`src/rtl/lsu_pkg.sv`:
```
// Shared types, constants and decode helpers for the load/store unit.
package lsu_pkg;

    localparam int unsigned XLEN     = 32;
    localparam int unsigned RD_W     = 5;
    localparam int unsigned FUNCT3_W = 3;
    localparam int unsigned SIZE_W   = 4;

    // RV32I load/store funct3 encodings
    localparam logic [FUNCT3_W-1:0] F3_B  = 3'b000;
    localparam logic [FUNCT3_W-1:0] F3_H  = 3'b001;
    localparam logic [FUNCT3_W-1:0] F3_W  = 3'b010;
    localparam logic [FUNCT3_W-1:0] F3_BU = 3'b100;
    localparam logic [FUNCT3_W-1:0] F3_HU = 3'b101;

    // Memory size codes
    localparam logic [SIZE_W-1:0] ONEBYTE   = 4'b0001;
    localparam logic [SIZE_W-1:0] TWOBYTES  = 4'b0011;
    localparam logic [SIZE_W-1:0] FOURBYTES = 4'b1111;

    typedef enum logic [1:0] {
        ERR_NONE       = 2'b00,
        ERR_MISALIGNED = 2'b01,
        ERR_FAULT      = 2'b10,
        ERR_ILLEGAL    = 2'b11
    } lsu_err_e;

    typedef enum logic [1:0] {
        ST_IDLE    = 2'b00,
        ST_ISSUE   = 2'b01,
        ST_CAPTURE = 2'b10,
        ST_RESP    = 2'b11
    } lsu_state_e;

    typedef struct packed {
        logic [XLEN-1:0] rdata;
        logic [RD_W-1:0] rd;
        lsu_err_e        err;
    } lsu_rsp_t;

    // Loads reject 011/110/111; stores only know SB/SH/SW
    function automatic logic is_illegal(input logic store, input logic [FUNCT3_W-1:0] f3);
        if (store) begin
            return (f3 >= 3'b011);
        end
        return (f3 == 3'b011) || (f3 == 3'b110) || (f3 == 3'b111);
    endfunction

    // Access size lives in funct3[1:0] for both loads and stores
    function automatic logic [SIZE_W-1:0] size_code(input logic [FUNCT3_W-1:0] f3);
        case (f3[1:0])
            2'b00:   return ONEBYTE;
            2'b01:   return TWOBYTES;
            default: return FOURBYTES;
        endcase
    endfunction

    function automatic logic is_misaligned(input logic [FUNCT3_W-1:0] f3, input logic [1:0] a_lo);
        case (f3[1:0])
            2'b01:   return a_lo[0];
            2'b10:   return (a_lo != 2'b00);
            default: return 1'b0;
        endcase
    endfunction

    // Keep only the lanes that the store size writes; upper bits forced to 0
    function automatic logic [XLEN-1:0] wdata_align(input logic [FUNCT3_W-1:0] f3, input logic [XLEN-1:0] wd);
        case (f3[1:0])
            2'b00:   return {24'b0, wd[7:0]};
            2'b01:   return {16'b0, wd[15:0]};
            default: return wd;
        endcase
    endfunction

endpackage

```
`src/rtl/lsu_if.sv`:
```
// Request/response handshake between the execute stage and the load/store unit.
interface lsu_if;
    import lsu_pkg::*;

    logic                LSU_Req_Valid;
    logic                LSU_Req_Ready;
    logic                LSU_Req_Store;
    logic [FUNCT3_W-1:0] LSU_Req_Funct3;
    logic [XLEN-1:0]     LSU_Req_Addr;
    logic [XLEN-1:0]     LSU_Req_Wdata;
    logic [RD_W-1:0]     LSU_Req_Rd;
    logic                LSU_Rsp_Valid;
    logic                LSU_Rsp_Ready;
    logic [XLEN-1:0]     LSU_Rsp_Rdata;
    logic [RD_W-1:0]     LSU_Rsp_Rd;
    logic [1:0]          LSU_Rsp_Err;

    modport master (
        output LSU_Req_Valid, LSU_Req_Store, LSU_Req_Funct3, LSU_Req_Addr,
               LSU_Req_Wdata, LSU_Req_Rd, LSU_Rsp_Ready,
        input  LSU_Req_Ready, LSU_Rsp_Valid, LSU_Rsp_Rdata, LSU_Rsp_Rd, LSU_Rsp_Err
    );

    modport slave (
        input  LSU_Req_Valid, LSU_Req_Store, LSU_Req_Funct3, LSU_Req_Addr,
               LSU_Req_Wdata, LSU_Req_Rd, LSU_Rsp_Ready,
        output LSU_Req_Ready, LSU_Rsp_Valid, LSU_Rsp_Rdata, LSU_Rsp_Rd, LSU_Rsp_Err
    );

endinterface

```
`src/rtl/lsu_load_extend.sv`:
```
// Sign/zero extension of a right-justified memory word according to load funct3.
module lsu_load_extend
    import lsu_pkg::*;
(
    input  logic [FUNCT3_W-1:0] i_funct3,
    input  logic [XLEN-1:0]     i_word,
    output logic [XLEN-1:0]     o_data_c
);

    // Select extension by load type; LW and anything else pass through
    always_comb begin
        o_data_c = i_word;
        case (i_funct3)
            F3_B:    o_data_c = {{24{i_word[7]}}, i_word[7:0]};
            F3_H:    o_data_c = {{16{i_word[15]}}, i_word[15:0]};
            F3_BU:   o_data_c = {24'b0, i_word[7:0]};
            F3_HU:   o_data_c = {16'b0, i_word[15:0]};
            default: o_data_c = i_word;
        endcase
    end

endmodule

```
`src/rtl/load_store_unit.sv`:
```
// Data-memory initiator: one request in flight, registered memory-side outputs.
module load_store_unit
    import lsu_pkg::*;
#(
    parameter int unsigned ADDR_BITWIDTH = 10
) (
    input  logic                     LSU_Clk,
    input  logic                     LSU_Reset_n,
    lsu_if.slave                     bus,
    output logic                     LSU_Mem_We,
    output logic                     LSU_Mem_Re,
    output logic [SIZE_W-1:0]        LSU_Mem_Byteenable,
    output logic [ADDR_BITWIDTH-1:0] LSU_Mem_Address,
    output logic [XLEN-1:0]          LSU_Mem_Data_Out,
    input  logic [XLEN-1:0]          LSU_Mem_Data_In
);

    lsu_state_e               r_state;
    logic                     r_req_ready;
    logic                     r_rsp_valid;
    lsu_rsp_t                 r_rsp;
    logic                     r_store;
    logic [FUNCT3_W-1:0]      r_funct3;
    logic                     r_mem_we;
    logic                     r_mem_re;
    logic [SIZE_W-1:0]        r_mem_be;
    logic [ADDR_BITWIDTH-1:0] r_mem_addr;
    logic [XLEN-1:0]          r_mem_dout;

    logic                     w_accept;
    logic                     w_fault;
    lsu_err_e                 w_err;
    logic [XLEN-1:0]          w_ext_data;

    assign w_accept = bus.LSU_Req_Valid & r_req_ready;
    assign w_fault  = |bus.LSU_Req_Addr[XLEN-1:ADDR_BITWIDTH];

    // Classify the incoming request: illegal > misaligned > fault
    always_comb begin
        w_err = ERR_NONE;
        if (is_illegal(bus.LSU_Req_Store, bus.LSU_Req_Funct3)) begin
            w_err = ERR_ILLEGAL;
        end else if (is_misaligned(bus.LSU_Req_Funct3, bus.LSU_Req_Addr[1:0])) begin
            w_err = ERR_MISALIGNED;
        end else if (w_fault) begin
            w_err = ERR_FAULT;
        end
    end

    lsu_load_extend u_load_extend (
        .i_funct3 (r_funct3),
        .i_word   (LSU_Mem_Data_In),
        .o_data_c (w_ext_data)
    );

    // Access sequencer; memory enables are only ever high in ISSUE/CAPTURE
    always_ff @(posedge LSU_Clk or negedge LSU_Reset_n) begin
        if (!LSU_Reset_n) begin
            r_state     <= ST_IDLE;
            r_req_ready <= 1'b1;
            r_rsp_valid <= 1'b0;
            r_rsp       <= '{rdata: '0, rd: '0, err: ERR_NONE};
            r_store     <= 1'b0;
            r_funct3    <= '0;
            r_mem_we    <= 1'b0;
            r_mem_re    <= 1'b0;
            r_mem_be    <= FOURBYTES;
            r_mem_addr  <= '0;
            r_mem_dout  <= '0;
        end else begin
            case (r_state)
                ST_IDLE: begin
                    if (w_accept) begin
                        r_req_ready <= 1'b0;
                        r_store     <= bus.LSU_Req_Store;
                        r_funct3    <= bus.LSU_Req_Funct3;
                        r_rsp.rd    <= bus.LSU_Req_Rd;
                        r_rsp.rdata <= '0;
                        r_rsp.err   <= w_err;
                        if (w_err != ERR_NONE) begin
                            r_rsp_valid <= 1'b1;
                            r_state     <= ST_RESP;
                        end else begin
                            r_mem_addr <= bus.LSU_Req_Addr[ADDR_BITWIDTH-1:0];
                            r_mem_be   <= size_code(bus.LSU_Req_Funct3);
                            r_mem_dout <= wdata_align(bus.LSU_Req_Funct3, bus.LSU_Req_Wdata);
                            r_mem_we   <= bus.LSU_Req_Store;
                            r_mem_re   <= ~bus.LSU_Req_Store;
                            r_state    <= ST_ISSUE;
                        end
                    end
                end
                ST_ISSUE: begin
                    if (r_store) begin
                        r_mem_we    <= 1'b0;
                        r_rsp_valid <= 1'b1;
                        r_state     <= ST_RESP;
                    end else begin
                        r_state <= ST_CAPTURE;
                    end
                end
                ST_CAPTURE: begin
                    r_mem_re    <= 1'b0;
                    r_rsp.rdata <= w_ext_data;
                    r_rsp_valid <= 1'b1;
                    r_state     <= ST_RESP;
                end
                ST_RESP: begin
                    if (bus.LSU_Rsp_Ready) begin
                        r_rsp_valid <= 1'b0;
                        r_req_ready <= 1'b1;
                        r_state     <= ST_IDLE;
                    end
                end
                default: begin
                    r_state <= ST_IDLE;
                end
            endcase
        end
    end

    assign bus.LSU_Req_Ready  = r_req_ready;
    assign bus.LSU_Rsp_Valid  = r_rsp_valid;
    assign bus.LSU_Rsp_Rdata  = r_rsp.rdata;
    assign bus.LSU_Rsp_Rd     = r_rsp.rd;
    assign bus.LSU_Rsp_Err    = r_rsp.err;
    assign LSU_Mem_We         = r_mem_we;
    assign LSU_Mem_Re         = r_mem_re;
    assign LSU_Mem_Byteenable = r_mem_be;
    assign LSU_Mem_Address    = r_mem_addr;
    assign LSU_Mem_Data_Out   = r_mem_dout;

endmodule

```
`src/flat_wrapper.sv`:
```
// flat-port wrapper written by rule: the top's interface ports become plain ports
module load_store_unit_flat import lsu_pkg::*;
#(
    parameter int unsigned ADDR_BITWIDTH = 10
)
  (LSU_Clk, LSU_Reset_n, LSU_Mem_We, LSU_Mem_Re, LSU_Mem_Byteenable, LSU_Mem_Address, LSU_Mem_Data_Out, LSU_Mem_Data_In, bus_LSU_Req_Valid, bus_LSU_Req_Store, bus_LSU_Req_Funct3, bus_LSU_Req_Addr, bus_LSU_Req_Wdata, bus_LSU_Req_Rd, bus_LSU_Rsp_Ready, bus_LSU_Req_Ready, bus_LSU_Rsp_Valid, bus_LSU_Rsp_Rdata, bus_LSU_Rsp_Rd, bus_LSU_Rsp_Err);
  lsu_if bus_i ();
  input  logic LSU_Clk;
  input  logic LSU_Reset_n;
  output logic LSU_Mem_We;
  output logic LSU_Mem_Re;
  output logic [SIZE_W-1:0] LSU_Mem_Byteenable;
  output logic [ADDR_BITWIDTH-1:0] LSU_Mem_Address;
  output logic [XLEN-1:0] LSU_Mem_Data_Out;
  input  logic [XLEN-1:0] LSU_Mem_Data_In;
  input wire logic [$bits(bus_i.LSU_Req_Valid)-1:0] bus_LSU_Req_Valid;
  input wire logic [$bits(bus_i.LSU_Req_Store)-1:0] bus_LSU_Req_Store;
  input wire logic [$bits(bus_i.LSU_Req_Funct3)-1:0] bus_LSU_Req_Funct3;
  input wire logic [$bits(bus_i.LSU_Req_Addr)-1:0] bus_LSU_Req_Addr;
  input wire logic [$bits(bus_i.LSU_Req_Wdata)-1:0] bus_LSU_Req_Wdata;
  input wire logic [$bits(bus_i.LSU_Req_Rd)-1:0] bus_LSU_Req_Rd;
  input wire logic [$bits(bus_i.LSU_Rsp_Ready)-1:0] bus_LSU_Rsp_Ready;
  output wire logic [$bits(bus_i.LSU_Req_Ready)-1:0] bus_LSU_Req_Ready;
  output wire logic [$bits(bus_i.LSU_Rsp_Valid)-1:0] bus_LSU_Rsp_Valid;
  output wire logic [$bits(bus_i.LSU_Rsp_Rdata)-1:0] bus_LSU_Rsp_Rdata;
  output wire logic [$bits(bus_i.LSU_Rsp_Rd)-1:0] bus_LSU_Rsp_Rd;
  output wire logic [$bits(bus_i.LSU_Rsp_Err)-1:0] bus_LSU_Rsp_Err;
  assign bus_i.LSU_Req_Valid = bus_LSU_Req_Valid;
  assign bus_i.LSU_Req_Store = bus_LSU_Req_Store;
  assign bus_i.LSU_Req_Funct3 = bus_LSU_Req_Funct3;
  assign bus_i.LSU_Req_Addr = bus_LSU_Req_Addr;
  assign bus_i.LSU_Req_Wdata = bus_LSU_Req_Wdata;
  assign bus_i.LSU_Req_Rd = bus_LSU_Req_Rd;
  assign bus_i.LSU_Rsp_Ready = bus_LSU_Rsp_Ready;
  assign bus_LSU_Req_Ready = bus_i.LSU_Req_Ready;
  assign bus_LSU_Rsp_Valid = bus_i.LSU_Rsp_Valid;
  assign bus_LSU_Rsp_Rdata = bus_i.LSU_Rsp_Rdata;
  assign bus_LSU_Rsp_Rd = bus_i.LSU_Rsp_Rd;
  assign bus_LSU_Rsp_Err = bus_i.LSU_Rsp_Err;
  load_store_unit #(.ADDR_BITWIDTH(ADDR_BITWIDTH)) u_core (.LSU_Clk(LSU_Clk), .LSU_Reset_n(LSU_Reset_n), .bus(bus_i), .LSU_Mem_We(LSU_Mem_We), .LSU_Mem_Re(LSU_Mem_Re), .LSU_Mem_Byteenable(LSU_Mem_Byteenable), .LSU_Mem_Address(LSU_Mem_Address), .LSU_Mem_Data_Out(LSU_Mem_Data_Out), .LSU_Mem_Data_In(LSU_Mem_Data_In));
endmodule
```
`config.mk`:
```
export PLATFORM = sky130hd
export DESIGN_NAME = load_store_unit_flat
export DESIGN_NICKNAME = d
export VERILOG_FILES = /design/src/rtl/lsu_pkg.sv /design/src/rtl/lsu_if.sv /design/src/rtl/lsu_load_extend.sv /design/src/rtl/load_store_unit.sv /design/src/flat_wrapper.sv
export SDC_FILE = /design/constraint.sdc
export NUM_CORES = 1
export LEC_CHECK = 0
export BUFFER_PORTS_ARGS = -buffer_cell sky130_fd_sc_hd__buf_2
export CAP_MARGIN = 25
export CELL_PAD_IN_SITES_DETAIL_PLACEMENT = 1
export CELL_PAD_IN_SITES_GLOBAL_PLACEMENT = 1
export CORE_MARGIN = 2
export CORE_UTILIZATION = 35
export CTS_CLUSTER_DIAMETER = 60
export DETAILED_ROUTE_END_ITERATION = 10
export PLACE_DENSITY_LB_ADDON = 0.25
export SLEW_MARGIN = 20
export SYNTH_ARGS = -nofsm -noshare
export SYNTH_HDL_FRONTEND = slang
export SYNTH_HIERARCHICAL = 1
export SYNTH_SLANG_ARGS = --single-unit
```
`constraint.sdc`:
```
create_clock -name LSU_Clk -period 2.2 [get_ports LSU_Clk]
set_input_delay 0.11 -clock LSU_Clk [delete_from_list [all_inputs] [get_ports LSU_Clk]]
set_output_delay 0.11 -clock LSU_Clk [all_outputs]
set_load 0.02 [all_outputs]
```
==> results.sh <==
export IMPL_p_leak_nw=3.199
export IMPL_ir_drop_mv=0.4702
export IMPL_drc=0
export IMPL_slew_viol_final=0
export IMPL_post_place_ws_ns=0.02531
export IMPL_internal_power_mw=4.178
export IMPL_top_usage_layer="met2"
export IMPL_startpoint_type="flop"
export IMPL_core_area_sq_um=11910
export IMPL_vias_per_cell=4.905
export IMPL_crit_chain="inv_1, ha_2, nand3_1, nor4_2, nand4b_1, buf_12, mux2_4"
export IMPL_clock_power_share_pct=25.2
export IMPL_cp_end_kind="flop"
export IMPL_io_buffers=196
export IMPL_tightest_slew_ns=0.6642
export IMPL_final_layout_size_suffix_gt1_share_pct=42.41
export IMPL_p_comb_share_pct=38.7
export IMPL_cap_violations=0
export IMPL_cts_reportedPaths_clkPinSlew_ns=0.06
export IMPL_power_density_nw_per_um2=1105
export IMPL_ioPinCount=198
export IMPL_grt_max_degree=50
export IMPL_slowest_stage="dfrtp_1"
export IMPL_outcome="completed"
export IMPL_clk_insertion_delay_late_ns=0.34
export IMPL_met2_usage_pct=33.97
export IMPL_dp_cells=715
export IMPL_seqCellArea_sq_um=2331
export IMPL_die_w_um=114.2
export IMPL_crit_start="u_core/r_state[0]"
export IMPL_syn_avg_cell_area_sq_um=10.73
export IMPL_routed_wl_um=12610
export IMPL_yosysWarnings=6
export IMPL_p_switching_mw=2.391
export IMPL_worst_slack_ns=0.2440
export IMPL_rr_endpoint="u_core/LSU_Mem_Address[9]"
export IMPL_synthFlopType="dfrtp_1"
export IMPL_die_area_sq_um=13040
export IMPL_finalSetupViolCount=0
export IMPL_crit_required_ns=2.42
export IMPL_synth_edf_count=0
export IMPL_finalHoldViolCount=0
export IMPL_grt_pass1_wl_um=20540
export IMPL_cts_buffers=9
export IMPL_vias=3728
export IMPL_rsz0062_at_grt="no"
export IMPL_die_h_um=114.2
export IMPL_final_nets=726
export IMPL_crit_type="reg2reg"
export IMPL_postRouteAntennaNets=0
export IMPL_grt_pass1_vias=4088
export IMPL_num_fill_cells=1399
export IMPL_fmax_mhz=511.2
export IMPL_min_delay_start="bus_LSU_Req_Wdata[0]"
export IMPL_drt_pass1_iter_count=4
export IMPL_syn_inst=396
export IMPL_ys_ff_latch=93
export IMPL_grt_overflow_total=0
export IMPL_n_antenna_cell=0
export IMPL_async_reset_ff_share_pct=100.0
export IMPL_hp_class="in2reg"
export IMPL_swShare_pct=36.40
export IMPL_netlist_area_sq_um=4249
export IMPL_whs_ns=0.01061
export IMPL_fin_cells=760
export IMPL_rr_startpoint="u_core/r_state[0]"
export IMPL_wl_per_cell_um=16.59
export IMPL_skew_ns=0.006500
export IMPL_finalCritPeriodShare_pct=88.91
export IMPL_endpoint="u_core/LSU_Mem_Address[9]"
export IMPL_path_max_fanout=46
export IMPL_grt_met3_usage_pct=4.394
export IMPL_max_slew_margin_rel_pct=55.62
export IMPL_sequentialPowerShare_pct=36.1
export IMPL_clock_path_buffers=2
export IMPL_r2r_cells=7
export IMPL_cts_root_buf="clkbuf_16"
export IMPL_clock_sinks=93
export IMPL_syn_to_final_growth_pct=39.87
export IMPL_start_util_pct=35.67
export IMPL_gr_usage_all_layers_pct=19.96
export IMPL_syn_nets=514
export IMPL_use_met1_pct=24.92
export IMPL_tns_ns=0
export IMPL_min_period_ns=1.956
export IMPL_grt_antenna_before_repair=0
export IMPL_gp_congestion=0.7354
export IMPL_rows=40
export IMPL_arrival_ns=2.18
export IMPL_h_tree_depth=3
export IMPL_cts_setup_buffers=0
export IMPL_ys_types=43
export IMPL_critPathMaxStageDelay_ns=0.40
export IMPL_r2r_slack_ns=0.24
export IMPL_cts_tree="built"
export IMPL_drt_iter0_markers=146
export IMPL_multi_input_area_sq_um=1675
export IMPL_synth_seq_area_share_pct=54.86
export IMPL_place_hpwl_um=8798
==> power groups by stage <==
stage	registers, mW	logic, mW	clock network (mW)
2_1_floorplan	2.78	1.22	0
3_3_place_gp	2.38	2.42	0
3_5_place_dp	2.40	2.50	0
4_1_cts	2.37	2.55	1.72
5_1_grt	2.43	2.81	1.78
6_report	2.37	2.54	1.66
==> cell families (layout without fill, tap and decap cells) <==
logic type      count (synthesis)  after routing  share of synthesized area [%]
compound gates                105            105                          15.40
buf+inv                        46            263                          6.124
flops                          93             93                          54.86
simple gates                  113            113                          12.01
other cells                     1              1                        0.08825
mux                            29             29                          8.863
fa+ha+maj                       9              9                          2.650
==> cell type report <==
| type | instances | share of cell area [%] |
|---|---|---|
| clock buffers | 14 | 4.274 |
| repair buffers | 237 | 23.58 |
| well taps | 147 | 3.095 |
| multi-input cells | 257 | 28.19 |
| clock inverters | 2 | 1.011 |
| inverters | 10 | 0.6316 |
| flip-flops and latches | 93 | 39.22 |
==> worst min-delay path by stage <==
stage	slack (ns)	cells past startpoint	end
finish	0.01	2	u_core/LSU_Mem_Data_Out[0]
global route	0.006	2	u_core/LSU_Mem_Address[7]
CTS	0.0002	2	u_core/LSU_Mem_Data_Out[0]
detailed placement	0.16	1	u_core/LSU_Mem_Data_Out[1]
global placement	0.15	1	u_core/LSU_Mem_Data_Out[2]
floorplan	-0.19	0	u_core/LSU_Mem_Address[0]
==> what timing repair did <==
item                                   CTS  global route
hold buffers                            29             0
setup endpoints to repair                0            11
endpoints found under the hold margin   72             0
resized for setup                        0             2
==> layer usage <==
metal / routed length [um] / share of wire [%]
met5: 0 / 0
met4: 135 / 1.1
met3: 829 / 6.6
met2: 6308 / 50
met1: 5338 / 42
==> through the flow <==
step,util [%],cell area [sq um],power (mW)
floorplan,-,4249,4.007
global placement,44.73,5328,4.800
detailed placement,44.73,5328,4.903
CTS,49.80,5932,6.639
global route,49.90,5943,7.014
finish,49.90,5943,6.568
==> cell usage in the layout (no fill, tap or decap), drive strengths merged, types with 2 or more instances in the layout <==
master and n:
buf 208, nand2 92, dfrtp 90, o21ai 62
dlygate4sd3 29, mux2 27, a22o 26, clkbuf 14
inv 10, ha 9, nor4 5, a21oi 5
nor2 4, dfstp 3, o211ai 3, nand3 3
bufinv 2, a211o 2, a31oi 2, mux2i 2
==> Yosys cell counts, drive strengths merged, types with 2 or more instances <==
cell	n	area, sq um
nand2	92	345.3
dfrtp	90	2252
o21ai	62	310.3
mux2	27	352.8
a22o	26	227.7
buf	18	151.4
clkbuf	18	71.31
inv	10	37.54
ha	9	112.6
a21oi	5	25.02
nor4	5	37.53
nor2	4	15.01
dfstp	3	78.83
nand3	3	20.02
o211ai	3	22.52
a211o	2	17.52
a31oi	2	12.51
mux2i	2	23.77
==> critical path, delay by kind of cell (launching register included) <==
family	cells	cell delay [ns]
adders and majority gates	1	0.27
buffers and inverters	2	0.37
DFF	1	0.40
muxes	1	0.32
and+or+nand+nor	3	0.46
==> sequential cells by signal (all words and copies together) (netlist names) <==
name                       cells
u_core/r_store                 1
u_core/r_funct3                3
u_core/bus.LSU_Rsp_Rdata      32
u_core/bus.LSU_Req_Ready       1
u_core/LSU_Mem_We              1
u_core/r_state                 2
u_core/LSU_Mem_Address        10
u_core/bus.LSU_Rsp_Valid       1
u_core/bus.LSU_Rsp_Rd          5
u_core/LSU_Mem_Data_Out       32
u_core/LSU_Mem_Re              1
u_core/bus.LSU_Rsp_Err         2
u_core/LSU_Mem_Byteenable      2
Note: power is estimated with default switching activity, not from simulation.
